[config.mk]
export PLATFORM = sky130hd
export DESIGN_NAME = ahb_mtx_input_stage_flat
export DESIGN_NICKNAME = d
export VERILOG_FILES = /design/src/rtl/ahb_mtx_input_stage_if.sv /design/src/rtl/ahb_mtx_input_stage.sv /design/src/flat_wrapper.sv
export SDC_FILE = /design/constraint.sdc
export NUM_CORES = 1
export LEC_CHECK = 0
export ABC_AREA = 1
export CELL_PAD_IN_SITES_DETAIL_PLACEMENT = 1
export CELL_PAD_IN_SITES_GLOBAL_PLACEMENT = 2
export CORE_MARGIN = 4
export CORE_UTILIZATION = 21
export CTS_CLUSTER_DIAMETER = 50
export DETAILED_ROUTE_END_ITERATION = 12
export PLACE_DENSITY = 0.9
export SYNTH_ARGS = -nofsm -noshare
export SYNTH_HDL_FRONTEND = slang
export SYNTH_SLANG_ARGS = --single-unit
[constraint.sdc]
create_clock -name HCLK -period 1.41 [get_ports HCLK]
set_input_delay 0.2115 -clock HCLK [delete_from_list [all_inputs] [get_ports HCLK]]
set_output_delay 0.2115 -clock HCLK [all_outputs]
set_load 0.01 [all_outputs]
[src/rtl/ahb_mtx_input_stage_if.sv]
// ahb_mtx_input_stage_if
//   Bus bundle for one matrix input stage.
//   S-side: AHB-Lite address-phase signals from the master and the
//           HREADYOUTS/HRESPS response returned to it.
//   M-side: address-phase signals presented to the output stages,
//           req_port, and the grant/data-phase feedback from them
//           (addr_in_phase, data_in_phase, HREADYOUTM, HRESPM).
//   Modports: slave = the input stage itself, master = whatever drives it.
interface ahb_mtx_input_stage_if #(
  parameter int ADDR_WIDTH = 32
);
  logic                  HSELS;
  logic [ADDR_WIDTH-1:0] HADDRS;
  logic [1:0]            HTRANSS;
  logic                  HWRITES;
  logic [2:0]            HSIZES;
  logic [2:0]            HBURSTS;
  logic [3:0]            HPROTS;
  logic                  HMASTLOCKS;
  logic                  HREADYS;
  logic                  HREADYOUTS;
  logic                  HRESPS;

  logic [ADDR_WIDTH-1:0] HADDRM;
  logic [1:0]            HTRANSM;
  logic                  HWRITEM;
  logic [2:0]            HSIZEM;
  logic [2:0]            HBURSTM;
  logic [3:0]            HPROTM;
  logic                  HMASTLOCKM;
  logic                  req_port;
  logic                  addr_in_phase;
  logic                  data_in_phase;
  logic                  HREADYOUTM;
  logic                  HRESPM;

  modport slave (
    input  HSELS, HADDRS, HTRANSS, HWRITES, HSIZES, HBURSTS, HPROTS,
           HMASTLOCKS, HREADYS, addr_in_phase, data_in_phase,
           HREADYOUTM, HRESPM,
    output HREADYOUTS, HRESPS, HADDRM, HTRANSM, HWRITEM, HSIZEM,
           HBURSTM, HPROTM, HMASTLOCKM, req_port
  );

  modport master (
    output HSELS, HADDRS, HTRANSS, HWRITES, HSIZES, HBURSTS, HPROTS,
           HMASTLOCKS, HREADYS, addr_in_phase, data_in_phase,
           HREADYOUTM, HRESPM,
    input  HREADYOUTS, HRESPS, HADDRM, HTRANSM, HWRITEM, HSIZEM,
           HBURSTM, HPROTM, HMASTLOCKM, req_port
  );
endinterface

[src/rtl/ahb_mtx_input_stage.sv]
// ahb_mtx_input_stage
//   Per-master input stage of the AHB bus matrix. An address phase that the
//   matrix cannot take immediately is parked in a holding register and the
//   master is stalled until an output stage samples it; the parked transfer
//   is then replayed exactly once.
//   Ports:
//     HCLK   - system clock, rising edge
//     HRESET - synchronous active-high reset
//     bus    - ahb_mtx_input_stage_if.slave (S-side master bus, M-side
//              output-stage bus, req_port and grant/data-phase feedback)
//   SEQ_CONVERT=1 replays a parked SEQ as NONSEQ/INCR, since the output
//   stage may have served other masters in between and the burst context
//   is lost.
module ahb_mtx_input_stage #(
  parameter int ADDR_WIDTH  = 32,
  parameter bit SEQ_CONVERT = 1'b1
) (
  input logic HCLK,
  input logic HRESET,
  ahb_mtx_input_stage_if.slave bus
);

  localparam logic [1:0] TRANS_IDLE   = 2'b00;
  localparam logic [1:0] TRANS_NONSEQ = 2'b10;
  localparam logic [1:0] TRANS_SEQ    = 2'b11;
  localparam logic [2:0] BURST_INCR   = 3'b001;

  logic                  pend_tran;
  logic [ADDR_WIDTH-1:0] hold_addr;
  logic [1:0]            hold_trans;
  logic                  hold_write;
  logic [2:0]            hold_size;
  logic [2:0]            hold_burst;
  logic [3:0]            hold_prot;
  logic                  hold_lock;

  logic trans_valid;
  logic release_hold;
  logic seq_replay;

  assign trans_valid  = bus.HSELS & bus.HREADYS & bus.HTRANSS[1];
  // The output stage gates HREADYOUTM to this port, so grant plus ready
  // means the parked address has actually been taken.
  assign release_hold = bus.addr_in_phase & bus.HREADYOUTM;
  assign seq_replay   = SEQ_CONVERT && (hold_trans == TRANS_SEQ);

  // While pending, HREADYOUTS is low so the master cannot issue a new
  // valid transfer; capture is therefore only considered when idle.
  always_ff @(posedge HCLK) begin
    if (HRESET) begin
      pend_tran  <= 1'b0;
      hold_addr  <= '0;
      hold_trans <= TRANS_IDLE;
      hold_write <= 1'b0;
      hold_size  <= 3'b000;
      hold_burst <= 3'b000;
      hold_prot  <= 4'b0000;
      hold_lock  <= 1'b0;
    end else if (pend_tran) begin
      if (release_hold) begin
        pend_tran <= 1'b0;
      end
    end else if (trans_valid && !bus.addr_in_phase) begin
      pend_tran  <= 1'b1;
      hold_addr  <= bus.HADDRS;
      hold_trans <= bus.HTRANSS;
      hold_write <= bus.HWRITES;
      hold_size  <= bus.HSIZES;
      hold_burst <= bus.HBURSTS;
      hold_prot  <= bus.HPROTS;
      hold_lock  <= bus.HMASTLOCKS;
    end
  end

  logic [ADDR_WIDTH-1:0] addr_m;
  logic [1:0]            trans_m;
  logic                  write_m;
  logic [2:0]            size_m;
  logic [2:0]            burst_m;
  logic [3:0]            prot_m;
  logic                  lock_m;

  always_comb begin
    addr_m  = bus.HADDRS;
    trans_m = (bus.HSELS & bus.HREADYS) ? bus.HTRANSS : TRANS_IDLE;
    write_m = bus.HWRITES;
    size_m  = bus.HSIZES;
    burst_m = bus.HBURSTS;
    prot_m  = bus.HPROTS;
    lock_m  = bus.HMASTLOCKS;
    if (pend_tran) begin
      addr_m  = hold_addr;
      trans_m = seq_replay ? TRANS_NONSEQ : hold_trans;
      write_m = hold_write;
      size_m  = hold_size;
      burst_m = seq_replay ? BURST_INCR : hold_burst;
      prot_m  = hold_prot;
      lock_m  = hold_lock;
    end
  end

  assign bus.HADDRM     = addr_m;
  assign bus.HTRANSM    = trans_m;
  assign bus.HWRITEM    = write_m;
  assign bus.HSIZEM     = size_m;
  assign bus.HBURSTM    = burst_m;
  assign bus.HPROTM     = prot_m;
  assign bus.HMASTLOCKM = lock_m;

  // A locked master keeps requesting through IDLE cycles so the output
  // arbiter does not hand the port to someone else mid-sequence.
  assign bus.req_port   = pend_tran | trans_valid | (bus.HSELS & bus.HMASTLOCKS);

  assign bus.HREADYOUTS = pend_tran ? 1'b0 :
                          (bus.data_in_phase ? bus.HREADYOUTM : 1'b1);
  assign bus.HRESPS     = bus.data_in_phase ? bus.HRESPM : 1'b0;

endmodule

[src/flat_wrapper.sv]
// flat-port wrapper written by rule: the top's interface ports become plain ports
module ahb_mtx_input_stage_flat 
#(
  parameter int ADDR_WIDTH  = 32,
  parameter bit SEQ_CONVERT = 1'b1
)
  (HCLK, HRESET, bus_HSELS, bus_HADDRS, bus_HTRANSS, bus_HWRITES, bus_HSIZES, bus_HBURSTS, bus_HPROTS, bus_HMASTLOCKS, bus_HREADYS, bus_addr_in_phase, bus_data_in_phase, bus_HREADYOUTM, bus_HRESPM, bus_HREADYOUTS, bus_HRESPS, bus_HADDRM, bus_HTRANSM, bus_HWRITEM, bus_HSIZEM, bus_HBURSTM, bus_HPROTM, bus_HMASTLOCKM, bus_req_port);
  ahb_mtx_input_stage_if #(.ADDR_WIDTH(ADDR_WIDTH)) bus_i ();
  input logic HCLK;
  input logic HRESET;
  input wire logic [$bits(bus_i.HSELS)-1:0] bus_HSELS;
  input wire logic [$bits(bus_i.HADDRS)-1:0] bus_HADDRS;
  input wire logic [$bits(bus_i.HTRANSS)-1:0] bus_HTRANSS;
  input wire logic [$bits(bus_i.HWRITES)-1:0] bus_HWRITES;
  input wire logic [$bits(bus_i.HSIZES)-1:0] bus_HSIZES;
  input wire logic [$bits(bus_i.HBURSTS)-1:0] bus_HBURSTS;
  input wire logic [$bits(bus_i.HPROTS)-1:0] bus_HPROTS;
  input wire logic [$bits(bus_i.HMASTLOCKS)-1:0] bus_HMASTLOCKS;
  input wire logic [$bits(bus_i.HREADYS)-1:0] bus_HREADYS;
  input wire logic [$bits(bus_i.addr_in_phase)-1:0] bus_addr_in_phase;
  input wire logic [$bits(bus_i.data_in_phase)-1:0] bus_data_in_phase;
  input wire logic [$bits(bus_i.HREADYOUTM)-1:0] bus_HREADYOUTM;
  input wire logic [$bits(bus_i.HRESPM)-1:0] bus_HRESPM;
  output wire logic [$bits(bus_i.HREADYOUTS)-1:0] bus_HREADYOUTS;
  output wire logic [$bits(bus_i.HRESPS)-1:0] bus_HRESPS;
  output wire logic [$bits(bus_i.HADDRM)-1:0] bus_HADDRM;
  output wire logic [$bits(bus_i.HTRANSM)-1:0] bus_HTRANSM;
  output wire logic [$bits(bus_i.HWRITEM)-1:0] bus_HWRITEM;
  output wire logic [$bits(bus_i.HSIZEM)-1:0] bus_HSIZEM;
  output wire logic [$bits(bus_i.HBURSTM)-1:0] bus_HBURSTM;
  output wire logic [$bits(bus_i.HPROTM)-1:0] bus_HPROTM;
  output wire logic [$bits(bus_i.HMASTLOCKM)-1:0] bus_HMASTLOCKM;
  output wire logic [$bits(bus_i.req_port)-1:0] bus_req_port;
  assign bus_i.HSELS = bus_HSELS;
  assign bus_i.HADDRS = bus_HADDRS;
  assign bus_i.HTRANSS = bus_HTRANSS;
  assign bus_i.HWRITES = bus_HWRITES;
  assign bus_i.HSIZES = bus_HSIZES;
  assign bus_i.HBURSTS = bus_HBURSTS;
  assign bus_i.HPROTS = bus_HPROTS;
  assign bus_i.HMASTLOCKS = bus_HMASTLOCKS;
  assign bus_i.HREADYS = bus_HREADYS;
  assign bus_i.addr_in_phase = bus_addr_in_phase;
  assign bus_i.data_in_phase = bus_data_in_phase;
  assign bus_i.HREADYOUTM = bus_HREADYOUTM;
  assign bus_i.HRESPM = bus_HRESPM;
  assign bus_HREADYOUTS = bus_i.HREADYOUTS;
  assign bus_HRESPS = bus_i.HRESPS;
  assign bus_HADDRM = bus_i.HADDRM;
  assign bus_HTRANSM = bus_i.HTRANSM;
  assign bus_HWRITEM = bus_i.HWRITEM;
  assign bus_HSIZEM = bus_i.HSIZEM;
  assign bus_HBURSTM = bus_i.HBURSTM;
  assign bus_HPROTM = bus_i.HPROTM;
  assign bus_HMASTLOCKM = bus_i.HMASTLOCKM;
  assign bus_req_port = bus_i.req_port;
  ahb_mtx_input_stage #(.ADDR_WIDTH(ADDR_WIDTH), .SEQ_CONVERT(SEQ_CONVERT)) u_core (.HCLK(HCLK), .HRESET(HRESET), .bus(bus_i));
endmodule
# ---- Yosys cells after proc, flatten, opt, wreduce, memory -nomap -nowiden
# Index checks and enable logic that the tools add are counted.
dict set report word_totals {
  out_inout_bits 49
  wordCells 35
  input_bits 54
  regBits 47
}
dict set report op_classes {
  n_mux 16
  bitwise 7
  eq_ne 1
  reduce_logical 3
}
# cell count
set ops {}
lappend ops {{32-bit two-way mux} 1}
lappend ops {{3-bit two-way mux} 3}
lappend ops {{1-bit two-way mux} 8}
lappend ops {{2-bit two-way mux} 3}
lappend ops {{1-bit bitwise AND} 4}
lappend ops {{4-bit two-way mux} 1}
lappend ops {{2-bit equality test, second input constant} 1}
lappend ops {{1-bit OR} 2}
lappend ops {{2-bit AND reduction} 1}
lappend ops {{1-bit logical AND} 1}
lappend ops {{1-bit zero test} 1}
lappend ops {{1-bit inverter} 1}

# ---- Logic depth before layout (Yosys ltp)
# Gate-level depths: netlist (run 1).
dict set report depth {
  word_depth 5
  depth_mapped 7
  ltp_nobuf 5
}

# ---- Least setup slack after synthesis (run 1)
# No wires, ideal clock.
dict set report synth_path {
  path_type {register to output}
  startpoint {register u_core.pend_tran}
  endpoint {output bus_HTRANSM[0]}
  setup_slack_ps 198
  t_required_ps 1199
  arrival_ps 1000
  n_path_buf 2
  path_stages_with_launch 4
  path_cell_list {dfxtp_1 > buf_6 > clkbuf_1 > o31ai_1}
}
dict set report synth_between {
  elab_chain_cells 1
}
# element line_no
set synth_rtl {}
lappend synth_rtl {{start, declared} ahb_mtx_input_stage.sv:28} ;# logic pend_tran;
lappend synth_rtl {{start signal, assigned} ahb_mtx_input_stage.sv:51} ;# pend_tran <= 1'b0;
lappend synth_rtl {{start signal, assigned} ahb_mtx_input_stage.sv:61} ;# pend_tran <= 1'b0;
lappend synth_rtl {{start signal, assigned} ahb_mtx_input_stage.sv:64} ;# pend_tran <= 1'b1;
lappend synth_rtl {{2-bit two-way mux} ahb_mtx_input_stage.sv:91} ;# if (pend_tran) begin
lappend synth_rtl {{end, declared} flat_wrapper.sv:27} ;# output wire logic [$bits(bus_i.HTRANSM)-1:0] bus_HTRANSM;
# Every way passes these cells.

# ---- Worst setup path after layout (run 1)
dict set report layout_path {
  startpoint {register u_core.pend_tran}
  endpoint {output bus_HBURSTM[2]}
}
dict set report layout_between {
  elab_chain_cells 1
}
# element line_no
set layout_rtl {}
lappend layout_rtl {{3-bit two-way mux} ahb_mtx_input_stage.sv:91}
lappend layout_rtl {{end, declared} flat_wrapper.sv:30} ;# output wire logic [$bits(bus_i.HBURSTM)-1:0] bus_HBURSTM;
# Every way passes these cells.

==> flow_metrics.py, run 1 <==
metrics = {
    "outcome": {
        "status": "finished, violations left",
        "violations": "negative setup slack",
    },
    "synth": {
        "synth_cells": 413,
        "synth_enable_flop_cells": 0,
        "synthMuxAreaShare": 0,
        "synth-simple-area-share": 0.392,
        "yosys.area.top_type": "dfxtp_1",
        "synth_seq_cells": 47,
        "seq_area_frac_synth": 0.369,
        "synth_warnings": 0,
        "synth_compound_area_frac": 0.0963,
        "synthAdderAreaFrac": 0,
        "synth_xor_area_frac": 0,
        "ys_async_sr_fraction": 0,
        "synth_area_leaders": "dfxtp_1, nor2_1, nand2_1",
        "synth_top_area_share": 0.369,
        "avgSynthCellArea_sq_um": 6.17,
        "synthesis.area_sq_um": 2550,
        "yosys_most_used_dff": "dfxtp_1",
        "syn-num-nets": 467,
        "synth_top_family_by_area": "simple AND/OR/NAND/NOR gates",
        "yosys.cell_types.count": 20,
    },
    "cells_and_area": {
        "postLayoutCoreUtil": 0.384,
        "antenna-diode-count": 0,
        "layout_commonest_cell": "nor2_1",
        "multi_input_area_sq_um": 1460,
        "layout-drive-gt1-share": 0.338,
        "nFillCells": 1475,
        "fin_nets": 621,
        "final_cell_mix": "nor2_1, nand2_1, clkdlybuf4s50_1, buf_4, inv_1",
        "syn_to_final_growth_pct": 75.7,
        "instances_no_fill": 711,
        "seqCellArea_sq_um": 945,
    },
    "clocking": {
        "numCtsBuffers": 5,
        "clk_pin_slew_worst_paths_ps": 60,
        "clock_latency_ps": 280,
        "clockBufferDepth": 2,
        "cts_tree": "built",
        "cts_hold_buf": 0,
        "root_buffer": "clkbuf_16",
        "htree_num_levels": 2,
        "clock-sinks": 47,
    },
    "sta": {
        "slew_violations": 0,
        "hold_viol_final": 0,
        "setup_viol": 42,
        "rsz0062_at_grt": "true",
        "relSlewSlack": 0.815,
        "worst_pin_slew_ps": 277,
        "period_needed_ps": 1480,
        "period_share": 1.05,
        "timing.final.ws_setup_ps": -69.6,
        "skew_ps": 2.19,
        "max_freq_mhz": 676,
        "fin_hold_ws_ps": 489,
    },
    "place": {
        "port_buffers": 102,
        "gp_congestion": 0.788,
        "place_inst": 692,
        "post-dp-hpwl_mm": 6.32,
    },
    "worst_setup_path": {
        "critical-path-max-stage-delay_ps": 430,
        "crit_type": "reg2out",
        "crit_path_top_delay_cell": "dfxtp_4",
        "critPathMaxFanout": 8,
        "arrival_ps": 1270,
        "startpoint_type": "flip-flop",
        "worst_setup_path_end_kind": "output port",
        "worstPathRequired_ps": 1200,
        "path_cells": "buf_8, buf_12, nand3_2, o21ai_2, buf_2",
    },
    "global_routing": {
        "overflow": 0,
        "grt_pass1_wl_mm": 15.5,
        "antenna_found_initial": 0,
        "track_usage": 0.129,
        "grt_max_degree": 46,
        "first_global_vias": 3337,
    },
    "floorplanning": {
        "die_w_um": 118,
        "core-area_sq_um": 11700,
        "rows": 39,
        "dieArea_sq_um": 14000,
        "initial_core_util": 0.218,
        "io_pins": 103,
        "die_y_um": 118,
    },
    "route": {
        "via_count": 3145,
        "wl_met3_um": 359,
        "wl_met2_mm": 5.04,
        "maxUsedRoutingLayer": "met4",
        "drtIter0Drc": 57,
        "viasPerCell": 4.42,
        "wl_per_cell_um": 13.3,
        "wl_met1_mm": 3.97,
        "drt-total-wl_mm": 9.45,
        "drc": 0,
        "drt-pass1-iter-count": 4,
        "ant_nets": 0,
    },
    "run": {
        "maxCapViolations": 0,
    },
    "pwr": {
        "ir_worst_vdd_mv": 0.400,
        "p_per_area_nw_per_um2": 804,
        "total_power_mw": 3.60,
        "power.leakage_nw": 2.10,
    },
    "hold_path": {
        "hp-class": "reg2reg",
    },
}
-- cell families after synthesis --
group,Yosys count
buf+inv,79
compound gates,48
simple gates,239
flops,47
-- per-stage QoR --
stage                     TNS, ps  cell area (sq um)  setup WS (ps)
after global routing        -5010               4480           -138
after global placement     -17060               4150           -393
after CTS                   -3120               4270          -84.7
after floorplan                 0               2550            198
final                       -1950               4480          -69.6
after detailed placement   -20450               4150           -471
-- per-layer routing --
layer	vias up	GRT usage
met5	-	0
met4	0	0.0256
met3	7	0.0253
met2	62	0.247
met1	1490	0.146
li1	1586	-
-- critical path: cells and delay by family, from the launching register on --
family	cells	cell delay (ps)
buf+inv	3	420
compound gates	1	60
flops	1	430
simple gates	1	80
-- final cells by class --
type / instances / share of cell area
clock buffer: 6 / 0.0310
sequential: 47 / 0.211
clock inverter: 2 / 0.00783
timing repair buffer: 173 / 0.337
inverter: 53 / 0.0467
tap: 143 / 0.0400
multi-input combinational: 287 / 0.326
-- state kept, by name (all words and copies together), names as in the netlist --
name / cells
u_core.pend_tran: 1
u_core.hold_prot: 4
u_core.hold_addr: 32
u_core.hold_trans: 2
u_core.hold_lock: 1
u_core.hold_size: 3
u_core.hold_burst: 3
u_core.hold_write: 1
-- worst paths after layout --
check | slack (ps) | cells after the start | startpoint | end
setup / recovery | -70 | 5 | u_core.pend_tran | bus_HBURSTM[2]
hold / removal | 490 | 2 | u_core.hold_addr[15] | u_core.hold_addr[15]
setup reg to reg | 90 | 8 | u_core.pend_tran | u_core.hold_addr[12]
hold reg to reg | 490 | 2 | u_core.hold_addr[15] | u_core.hold_addr[15]
-- power by group --
group          switching, mW  internal [mW]
logic                  0.376          0.441
registers             0.0317           1.37
clock network          0.492          0.882
total                  0.901           2.70
-- timing repair --
item | 4_1_cts | 5_1_grt
gates resized for setup | 266 | 50
buffers inserted | 4 | 2
setup endpoints to repair | 49 | 92
pin swaps | 3 | 4
cloned | 2 | 5
-- Yosys cell counts, types with 2 or more instances --
cell type / n
clkbuf_1: 6
nand3_1: 49
buf_2: 7
inv_1: 51
o21ai_0: 43
buf_4: 4
buf_1: 4
buf_6: 5
dfxtp_1: 47
a21oi_1: 3
nand2_1: 92
nor2_4: 2
nor2_1: 93
No activity file was read; power rests on OpenSTA's default activity.
==> run 2: changes to the inputs <==
--- a/config.mk
+++ b/config.mk
@@ -12,7 +12,9 @@
 export CORE_UTILIZATION = 21
 export CTS_CLUSTER_DIAMETER = 50
 export DETAILED_ROUTE_END_ITERATION = 12
+export GPL_TIMING_DRIVEN = 0
 export PLACE_DENSITY = 0.9
+export SLEW_MARGIN = 30
 export SYNTH_ARGS = -nofsm -noshare
 export SYNTH_HDL_FRONTEND = slang
 export SYNTH_SLANG_ARGS = --single-unit
==> run 2 against run 1 <==
The run still ends with negative setup slack left. Final cell count fell by 3.8%. Fmax fell by 5.7%. Total power fell by 4.5%. Register-to-register slack got worse by 220 ps. Routed wire length rose by 6.7%. Critical path type unchanged. Global-route usage rose by 0.44 points. First-iteration DRC count rose by 51%. Clock-buffer cell count did not move. Largest power group unchanged. Core utilization rose by 0.50 points. Combinational power rose by 2%. Clock skew rose by 0.67 ps.
==> flow_metrics.py, run 2 (synthesized netlist as in run 1, its figures left out) <==
metrics = {
    "outcome": {
        "status": "finished, violations left",
        "violations": "negative setup slack",
    },
    "pwr": {
        "ir_worst_vdd_mv": 0.375,
        "power.leakage_nw": 2.08,
        "p_per_area_nw_per_um2": 757,
        "total_power_mw": 3.43,
    },
    "sta": {
        "max_freq_mhz": 637,
        "period_needed_ps": 1570,
        "skew_ps": 2.86,
        "fin_hold_ws_ps": 479,
        "worst_pin_slew_ps": 504,
        "hold_viol_final": 0,
        "rsz0062_at_grt": "true",
        "timing.final.ws_setup_ps": -159,
        "setup_viol": 84,
        "relSlewSlack": 0.664,
        "period_share": 1.11,
        "slew_violations": 0,
    },
    "route": {
        "drtIter0Drc": 86,
        "wl_per_cell_um": 14.7,
        "drt-pass1-iter-count": 4,
        "via_count": 3047,
        "drt-total-wl_mm": 10.1,
        "viasPerCell": 4.45,
        "ant_nets": 0,
        "drc": 0,
    },
    "cells_and_area": {
        "final_area_sq_um": 4530,
        "layout-drive-gt1-share": 0.353,
        "top_register": "u_core.hold_addr",
        "fin_nets": 595,
        "syn_to_final_growth_pct": 78.0,
        "antenna-diode-count": 0,
        "layout_commonest_cell": "nor2_1",
        "nFillCells": 1440,
        "final_cell_mix": "nor2_1, nand2_1, inv_1, clkdlybuf4s50_1, buf_2",
        "largest_reg_flops": 32,
        "reg_top3": "u_core.hold_addr: 32 flops, u_core.hold_prot: 4 flops",
    },
    "floorplanning": {
        "die_w_um": 118,
        "core-area_sq_um": 11700,
        "initial_core_util": 0.218,
        "dieArea_sq_um": 14000,
        "io_pins": 103,
        "rows": 39,
        "die_y_um": 118,
    },
    "hold_path": {
        "hp-class": "reg2reg",
        "min_path_cells": 2,
        "min_from": "u_core.hold_size[1]",
        "hold_end": "u_core.hold_size[1]",
    },
    "place": {
        "place_area_sq_um": 3750,
        "post-dp-hpwl_mm": 6.70,
        "port_buffers": 102,
        "pre_cts_ws_ps": -641,
        "gp_congestion": 0.739,
    },
    "global_routing": {
        "grt_pass1_wl_mm": 15.5,
        "antenna_found_initial": 0,
        "overflow": 0,
        "first_global_vias": 3137,
        "track_usage": 0.133,
        "grt_max_degree": 14,
    },
    "worst_setup_path": {
        "critPathMaxFanout": 6,
        "rrSetupSlack_ps": -130,
        "worst_setup_path_end_kind": "output port",
        "startpoint_type": "flip-flop",
        "arrival_ps": 1360,
        "rr_endpoint": "u_core.hold_trans[0]",
        "reg2reg_depth": 9,
        "worstPathRequired_ps": 1200,
        "crit_type": "reg2out",
        "timing.rr.start": "u_core.pend_tran",
    },
    "clocking": {
        "clockBufferDepth": 2,
        "clk_pin_slew_worst_paths_ps": 60,
        "root_buffer": "clkbuf_16",
        "cts_tree": "built",
        "htree_num_levels": 2,
        "cts_hold_buf": 0,
        "numCtsBuffers": 5,
        "clock_latency_ps": 290,
        "clock-sinks": 47,
    },
    "run": {
        "maxCapViolations": 0,
    },
}
==> run 2: changes by cell type in the layout (fill, tap and decap cells not counted), sizes merged <==
cell / before / now
dlygate4sd2: 2 / 4
clkbuf: 9 / 18
bufinv: 1 / 0
clkdlybuf4s50: 52 / 50
inv: 53 / 52
buf: 116 / 81
clkinv: 1 / 2
==> run 2: worst max path at each step <==
| stage | cells past startpoint | slack (ps) | startpoint | endpoint |
|---|---|---|---|---|
| after CTS | 4 | -150 | u_core.pend_tran | bus_HTRANSM[0] |
| after floorplan | 3 | 200 | u_core.pend_tran | bus_HTRANSM[0] |
| after global routing | 6 | -220 | u_core.pend_tran | bus_HTRANSM[0] |
| after global placement | 6 | -630 | bus_HSELS | bus_HTRANSM[1] |
| final | 6 | -160 | u_core.pend_tran | bus_HTRANSM[0] |
| after detailed placement | 6 | -640 | bus_HSELS | bus_HTRANSM[1] |
==> run 2: routing by layer <==
metal / wire [um] / share of wire / track usage
met1: 4350 / 0.43 / 0.162
met2: 5260 / 0.52 / 0.237
met3: 383 / 0.038 / 0.0315
met4: 82 / 0.0081 / 0.0315
met5: 0 / 0 / 0
==> run 2: what timing repair did <==
| action | CTS | global route |
|---|---|---|
| setup endpoints to repair | 89 | 90 |
| resized for setup | 276 | 123 |
| cloned | 2 | 8 |
| setup buffers | 9 | 3 |
| pin swaps | 7 | 29 |
==> run 2: layout make-up <==
class,instances,area (sq um),share of cell area
Timing Repair Buffer,123,1140,0.251
Multi-Input combinational cell,287,1640,0.362
Inverter,53,214,0.0472
Tap cell,143,179,0.0395
Sequential cell,47,942,0.208
Clock buffer,6,139,0.0306
Clock inverter,1,5.00,0.00110
Buffer,24,275,0.0607
==> run 2: worst max-delay path, cell delays in order, from the launching register on <==
cell and delay, ps:
dfxtp_2 350, buf_8 140, buf_6 120, clkbuf_16 150, nand3_4 80, o31ai_4 60
buf_2 170
==> run 2: report_power, final <==
| group | internal, mW | switching, mW | leakage [nW] |
|---|---|---|---|
| Combinational | 0.417 | 0.413 | 1.63 |
| Clock | 0.694 | 0.504 | 0.0727 |
| Sequential | 1.37 | 0.0321 | 0.382 |
| Total | 2.49 | 0.949 | 2.08 |
==> run 2: through the flow <==
stage,cells,util,TNS (ps)
after floorplan,413,-,0
after global placement,658,0.321,-29480
after detailed placement,658,0.321,-33030
after CTS,676,0.336,-5450
after global routing,684,0.389,-14540
final,684,0.389,-8590
